`src/rtl/rv_ctrl_pkg.sv`:
```
// Shared types and instruction encodings for the core run controller.
// STEP_DEBUG_EN adds the PAUSE state used for single-step debugging.
package rv_ctrl_pkg;

  localparam logic [31:0] ECALL_INSN  = 32'h0000_0073;
  localparam logic [31:0] EBREAK_INSN = 32'h0010_0073;

  typedef enum logic [2:0] {
    ST_IDLE,
    ST_LOAD,
    ST_RUN,
`ifdef STEP_DEBUG_EN
    ST_PAUSE,
`endif
    ST_HALT
  } run_state_e;

  function automatic logic is_halt_insn(input logic [31:0] insn);
    return (insn == ECALL_INSN) || (insn == EBREAK_INSN);
  endfunction

endpackage

```
`src/rtl/imem_load_counter.sv`:
```
// Saturating instruction-memory word index with a sticky overflow flag.
// The last slot is written once; every later beat is accepted but dropped.
module imem_load_counter #(
  parameter int IMEM_SIZE = 128,
  parameter int AW        = $clog2(IMEM_SIZE)
) (
  input  logic          clk,
  input  logic          reset,
  input  logic          xfer,
  input  logic          clear,
  output logic [AW-1:0] idx,
  output logic          we,
  output logic          ovf
);

  localparam logic [AW-1:0] LAST_IDX = AW'(IMEM_SIZE - 1);

  logic [AW-1:0] idx_q, idx_d;
  logic          full_q, full_d;
  logic          ovf_q, ovf_d;

  // full_q marks that the last slot has already been written, since the
  // index alone cannot tell "at last slot" from "past last slot".
  always_comb begin
    // NOTE: every combinational output gets a default first so no latch is inferred.
    idx_d  = idx_q;
    full_d = full_q;
    ovf_d  = ovf_q;
    if (xfer) begin
      if (full_q)                ovf_d  = 1'b1;
      else if (idx_q == LAST_IDX) full_d = 1'b1;
      else                       idx_d  = idx_q + AW'(1);
      if (clear) begin
        idx_d  = '0;
        full_d = 1'b0;
      end
    end
  end

  // NOTE: sequential state uses non-blocking assignments so all flops update together.
  always_ff @(posedge clk or posedge reset) begin
    if (reset) begin
      idx_q  <= '0;
      full_q <= 1'b0;
      ovf_q  <= 1'b0;
    end else begin
      idx_q  <= idx_d;
      full_q <= full_d;
      ovf_q  <= ovf_d;
    end
  end

  assign idx = idx_q;
  assign we  = xfer && !full_q;
  assign ovf = ovf_q;

endmodule

```
`src/rtl/core_run_controller.sv`:
```
// Loads a program into instruction memory, then runs the core until ECALL/EBREAK.
// Define STEP_DEBUG_EN to add pause/step inputs and the PAUSE state.
module core_run_controller
  import rv_ctrl_pkg::*;
#(
  parameter int IMEM_SIZE = 128,
  parameter int AW        = $clog2(IMEM_SIZE)
) (
  input  logic          clk,
  input  logic          reset,
  input  logic          load_valid,
  input  logic [31:0]   load_data,
  input  logic          load_last,
  output logic          load_ready,
  input  logic          start,
`ifdef STEP_DEBUG_EN
  input  logic          pause,
  input  logic          step,
`endif
  input  logic [31:0]   instruction,
  output logic          imem_we,
  output logic [AW-1:0] imem_addr,
  output logic [31:0]   imem_wdata,
  output logic          core_rst,
  output logic          core_en,
  output logic          halted,
  output logic          load_ovf,
  output logic [31:0]   cycle_count
);

  run_state_e  state_q, state_d;
  logic [31:0] cycle_count_q, cycle_count_d;
  logic        halt_insn;
  logic        xfer;
  logic        load_done;

  assign halt_insn = is_halt_insn(instruction);

  // Reset gates the handshake so no stray write can occur while it is held.
  assign xfer      = load_valid && load_ready && !reset;
  assign load_done = xfer && load_last;

  imem_load_counter #(
    .IMEM_SIZE(IMEM_SIZE),
    .AW       (AW)
  ) u_load_counter (
    .clk  (clk),
    .reset(reset),
    .xfer (xfer),
    .clear(load_done),
    .idx  (imem_addr),
    .we   (imem_we),
    .ovf  (load_ovf)
  );

  assign imem_wdata = load_data;

  always_comb begin
    state_d    = state_q;
    load_ready = 1'b0;
    core_rst   = 1'b1;
    core_en    = 1'b0;
    halted     = 1'b0;
    unique case (state_q)
      ST_IDLE: begin
        load_ready = 1'b1;
        if (xfer && !load_last) state_d = ST_LOAD;
        else if (start)         state_d = ST_RUN;
      end
      ST_LOAD: begin
        load_ready = 1'b1;
        if (load_done) state_d = ST_IDLE;
      end
      ST_RUN: begin
        core_rst = 1'b0;
        core_en  = !halt_insn;
        if (halt_insn) state_d = ST_HALT;
`ifdef STEP_DEBUG_EN
        else if (pause) state_d = ST_PAUSE;
`endif
      end
`ifdef STEP_DEBUG_EN
      ST_PAUSE: begin
        core_rst = 1'b0;
        core_en  = step && !halt_insn;
        if (step && halt_insn) state_d = ST_HALT;
        else if (!pause)       state_d = ST_RUN;
      end
`endif
      ST_HALT: begin
        halted = 1'b1;
        if (start) state_d = ST_IDLE;
      end
      default: state_d = ST_IDLE;
    endcase
  end

  always_comb begin
    cycle_count_d = cycle_count_q;
    if (state_q == ST_IDLE && state_d == ST_RUN) cycle_count_d = '0;
    else if (core_en)                            cycle_count_d = cycle_count_q + 32'd1;
  end

  always_ff @(posedge clk or posedge reset) begin
    if (reset) begin
      state_q       <= ST_IDLE;
      cycle_count_q <= '0;
    end else begin
      state_q       <= state_d;
      cycle_count_q <= cycle_count_d;
    end
  end

  assign cycle_count = cycle_count_q;

endmodule

```
`config.mk`:
```
export PLATFORM = sky130hd
export DESIGN_NAME = core_run_controller
export DESIGN_NICKNAME = d
export VERILOG_FILES = /design/src/rtl/rv_ctrl_pkg.sv /design/src/rtl/imem_load_counter.sv /design/src/rtl/core_run_controller.sv
export SDC_FILE = /design/constraint.sdc
export NUM_CORES = 1
export LEC_CHECK = 0
export CAP_MARGIN = 20
export CELL_PAD_IN_SITES_DETAIL_PLACEMENT = 2
export CELL_PAD_IN_SITES_GLOBAL_PLACEMENT = 2
export CORE_ASPECT_RATIO = 0.7
export CORE_UTILIZATION = 23
export DETAILED_ROUTE_END_ITERATION = 12
export PLACE_DENSITY_LB_ADDON = 0.1
export SETUP_SLACK_MARGIN = 0.15
export SLEW_MARGIN = 25
export SYNTH_ARGS = -nofsm -noshare
export SYNTH_HDL_FRONTEND = slang
export SYNTH_SLANG_ARGS = --single-unit
```
`constraint.sdc`:
```
create_clock -name clk -period 3.51 [get_ports clk]
set_input_delay 0.351 -clock clk [delete_from_list [all_inputs] [get_ports clk]]
set_output_delay 0.351 -clock clk [all_outputs]
set_load 0.005 [all_outputs]
```
# Yosys cells after proc, flatten, opt, wreduce, memory -nomap -nowiden
# Index checks and enable logic that the tools add are counted.
[classes] addsub=2 eq_ne=9 muxes=18 reduce_logical=16
[op_table] op="$mux W32" count=2
[op_table] op="$add A32 B1 Y32 const B" count=1
[op_table] op="$eq A32 B21 Y1 const B" count=1
[op_table] op="$eq A32 B7 Y1 const B" count=1
[op_table] op="$mux W7" count=3
[op_table] op="$mux W3" count=5
[op_table] op="$pmux W3 S4" count=1
[op_table] op="$eq A3 B2 Y1 const B" count=3
[op_table] op="$add A7 B1 Y7 const B" count=1
[op_table] op="$eq A7 B7 Y1 const B" count=1
[op_table] op="$mux W1" count=7
[op_table] op="$logic_and A1 B1 Y1" count=6
[op_table] op="$logic_not A1 Y1" count=4
[op_table] op="$ne A2 B2 Y1 const B" count=2
[op_table] op="$eq A3 B1 Y1 const B" count=1
[op_table] op="$logic_not A3 Y1" count=1
[op_table] op="$reduce_and A3 Y1" count=1
[op_table] op="$reduce_and A2 Y1" count=1
[op_table] op="$reduce_bool A2 Y1" count=1
[op_table] op="$reduce_or A2 Y1" count=1
[op_table] op="$logic_or A1 B1 Y1" count=1
[totals] register_bits=44 inputBits=69 output_inout_bits=77 word_cells=50

# Depth between registers and ports, before layout
[depth] word_depth=11 ltp_mapped=7 depth_no_buf=6

# By module
# A second synthesis with hierarchy kept.
[unflattened] hier_cells=291 area_unflattened_um2=2745.1
[modules_own_cells] module="core_run_controller" n_inst=1 cells_each=243 area_per_inst_um2=2252.2 seq_area_each_um2=875.8
[modules_own_cells] module="imem_load_counter" n_inst=1 cells_each=48 area_per_inst_um2=493.0 seq_area_each_um2=225.2

# Worst setup path after synthesis
# OpenSTA, ideal clock, no wires.
[synth_timing] path_kind="input to register" startpoint="input port reset" endpoint="register u_load_counter.idx_q[5] (netlist: u_load_counter.idx[5])" setup_time_ns=0.066 arrival_ns=2.285 t_required_ns=3.444 setup_slack_ns=1.160 path_stages=5 n_path_buf=1 cell_sequence="inv_1 -> nand3_1 -> clkbuf_1 -> or4_1 -> nand2_1"
[synth_between] elab_chain_cells=5 elab_cells_between_ends=7 cone_classes="eq/ne (2); mux (1); reduce/logical (4)"
[synth_rtl] element="start: declaration" line_no="core_run_controller.sv:10" source="input logic reset,"
[synth_rtl] element="$logic_not A1 Y1 (no source line) (*)"
[synth_rtl] element="$logic_and A1 B1 Y1 (*)" line_no="core_run_controller.sv:40" source="assign xfer = load_valid && load_ready && !reset;"
[synth_rtl] element="$logic_and A1 B1 Y1" line_no="core_run_controller.sv:41" source="assign load_done = xfer && load_last;"
[synth_rtl] element="$ne A2 B2 Y1 (no source line)"
[synth_rtl] element="$reduce_and A3 Y1 (no source line)"
[synth_rtl] element="end signal: assignment" line_no="imem_load_counter.sv:47" source="idx_q <= idx_d;"
[synth_rtl] element="end: declaration" line_no="imem_load_counter.sv:18" source="logic [AW-1:0] idx_q, idx_d;"
# Mark *: on every way between the ends. The rest lies on a longest branch, timed or not.
# A chain may end at the register's enable or synchronous reset.

# Worst setup path in the final report
[layout_timing] startpoint="input port instruction[9]" endpoint="output port core_en"
[layout_between] elab_chain_cells=4 elab_cells_between_ends=5 cone_classes="eq/ne (2); mux (1); reduce/logical (2)"
[layout_rtl] element="start: declaration" line_no="core_run_controller.sv:20" source="input logic [31:0] instruction,"
[layout_rtl] element="$eq A32 B7 Y1 or $eq A32 B21 Y1 (tied branches)" line_no="rv_ctrl_pkg.sv:19" source="return (insn == ECALL_INSN) || (insn == EBREAK_INSN);"
[layout_rtl] element="$logic_or A1 B1 Y1 (*)" line_no="rv_ctrl_pkg.sv:19"
[layout_rtl] element="$logic_not A1 Y1 (*)" line_no="core_run_controller.sv:76" source="core_en = !halt_insn;"
[layout_rtl] element="$mux W1 (*)" line_no="core_run_controller.sv:64" source="unique case (state_q)"
[layout_rtl] element="end: declaration" line_no="core_run_controller.sv:25" source="output logic core_en,"
# Marked as above.

==> impl_metrics.toml <==
[logic_synthesis]
synth-compound-area-share_pct = 18.95
synth_top_family_by_area = "simple AND/OR/NAND/NOR gates"
syn-num-nets = 363
synth_flop_cell = "dfrtp_1"
ys_ff_latch = 44
synth_edf_count = 0
netlist.area_leader.share_pct = 41.28
synth_top_cell_by_area = "dfrtp_1"
synth-simple-area-share_pct = 23.73
synth-xor-area-share_pct = 2.298
muxShareOfSynthArea_pct = 0.7505
synth_area_leaders = "dfrtp_1 41%, buf_4 9.0%, a21oi_1 4.5%, o21ai_0 3.4%, nand2_1 2.7%"
post_synth.cell_area_avg_um2 = 9.135
ys_seq_area_share_pct = 41.28
synthCells = 292
synth_fa_ha_area_share_pct = 0.9381
async_reset_ff_share_pct = 100.0
ys_warn_count = 0
ys_types = 51
syn_area_mm2 = 0.002668

[die]
core_mm2 = 0.01117
die_x_um = 130.7
rows = 32
die_area_mm2 = 0.01204
ios = 146
start_util_pct = 23.88
die_h_um = 92.11

[sta]
fin_crit_sh_pct = 79.29
slew_headroom_pct = 46.53
fmaxAchievable_mhz = 359.3
rsz0062_at_grt = "false"
tightest_slew_ns = 0.7936
min_period_ns = 2.783
hold_viol = 0
setup_tns_ns = 0
setup_ws_ns = 0.7268
finalSetupViolCount = 0
maxSlewViolCount = 0
fin_skew_ns = 0.004457

[cts]
insertion_delay_ns = 0.29
cts_max_level = 2
clockBufferDepth = 2
clkSinkCount = 44
post_cts_resized = 0
cts_tree = "yes"
clk_pin_slew_ns = 0.06
post-cts-setup-buffers = 0
root_buffer = "clkbuf_16"
cts_hold_buf = 0
cts_buffers = 5

[finish]
area_delta_synth_final_pct = 36.26
mostFrequentLayoutCell = "clkdlybuf4s50_1"
n_fill_cell = 1218
design_area_mm2 = 0.003635
multi_input_area_mm2 = 0.001251
num_antenna_cells = 0
layout-drive-gt1-share_pct = 7.558
final_cell_mix = "80 x clkdlybuf4s50_1, 44 x dfrtp_1, 24 x a21oi_1, 19 x nor2_1, 19 x nand2_1"
seqCellArea_mm2 = 0.001101
final_nets = 414

[power_and_ir_drop]
peakVddDrop_v = 0.0002577
powerDensity_mw_per_mm2 = 408.2
p_total_uw = 1484
p_leak_uw = 0.001418

[grt]
grt_usage_pct = 15.83
grt.overflow.total = 0
grt_first_pass_wirelength_mm = 14.70
grt_max_degree = 46
antenna_found_initial = 0
grt_pass1_vias = 2802

[placement]
dp_slack_ns = 0.7169
placed_area_mm2 = 0.003420
hpwl_mm = 6.387
io_buffers = 80
gp_congestion = 0.6920

[drt]
drc = 0
avgViaCountPerCell = 5.010
dr.pass1.iters = 4
first_iter_violations = 58
antenna_left = 0
routed_wl_mm = 8.705
dr_total_vias = 2490
wl_per_cell_um = 17.52

[outcome]
status = "finished clean"

[run]
cap_viol_max_count = 0

[worst_hold_path]
hp-class = "flip-flop to flip-flop"

[setup_path]
endpoint_kind = "output port"
cp-start-kind = "input port"
path_class = "input port to output port"
cp_max_fo = 8
required_ns = 3.16
arrival_ns = 2.43
[worst max-delay path, stage by stage]
cell and delay (ns):
clkdlybuf4s50_1 0.39, nor4_1 0.34, nand4_1 0.28, o21ai_2 0.41, inv_1 0.17, clkdlybuf4s50_1 0.48
[logic make-up (layout without fill, tap and decap cells)]
family	after synthesis	count (layout)
xor gates and xnor gates	7	7
buffers and inverters	52	104
adders and majority gates	2	2
other	1	1
and+or+nand+nor	106	106
AOI/OAI and AO/OA	78	78
muxes	2	2
DFF	44	44
[area by class of cell]
type / instances / area share (%)
multi-input combinational: 196 / 34.42
sequential: 44 / 30.29
timing repair buffer: 84 / 22.86
tap: 153 / 5.267
clock buffer: 5 / 3.442
clock inverter: 3 / 2.478
inverter: 12 / 1.239
[sequential cells by signal (all words and copies together) (netlist names)]
name / count
cycle_count: 32
state_q: 3
u_load_counter.ovf: 1
u_load_counter.idx: 7
u_load_counter.full_q: 1
[cell usage after synthesis, types with 3 or more instances]
| cell type | number |
|---|---|
| nand4_1 | 9 |
| o31ai_1 | 8 |
| or3_1 | 10 |
| o2111ai_1 | 4 |
| clkbuf_1 | 6 |
| o21ai_0 | 18 |
| nor2_1 | 19 |
| or3_2 | 3 |
| or4_1 | 7 |
| buf_4 | 32 |
| a21oi_1 | 24 |
| and3_1 | 4 |
| inv_1 | 12 |
| o211ai_1 | 6 |
| nor3_1 | 3 |
| xor2_1 | 5 |
| nand2_1 | 19 |
| dfrtp_1 | 44 |
| nand3_1 | 9 |
| nor4_1 | 8 |
[per-layer routing]
metal	track usage, %	part of all wire [%]	up-vias
met2	24.60	45	53
met3	4.026	3.6	19
met4	4.502	1.4	0
met1	21.45	50	1268
li1	-	-	1150
met5	0	0	-
[through the flow]
step | hold WS (ns) | std cells | util (%)
3_3_place_gp | 0.4477 | 489 | 30.61
6_report | 0.4673 | 497 | 32.54
2_1_floorplan | 0.4510 | 292 | -
4_1_cts | 0.4708 | 497 | 32.54
3_5_place_dp | 0.4516 | 489 | 30.61
5_1_grt | 0.4897 | 497 | 32.54
[power breakdown]
part | internal [uW] | switching (uW) | total [uW]
clock network | 480 | 213 | 694
logic | 119 | 94.2 | 213
registers | 534 | 43.5 | 577
[worst paths after layout]
check                                        start               endpoint  slack [ns]  cells after the start
worst max-delay path                instruction[9]                core_en        0.73                      6
worst min-delay path            u_load_counter.ovf     u_load_counter.ovf        0.47                      1
worst max register to register      cycle_count[0]        cycle_count[14]        1.17                      6
worst min register to register  u_load_counter.ovf     u_load_counter.ovf        0.47                      1
max in group asynchronous                    reset         cycle_count[6]        2.47                      3
min in group asynchronous                    reset  u_load_counter.full_q        0.62                      3
(Power assumes the default switching activity.)
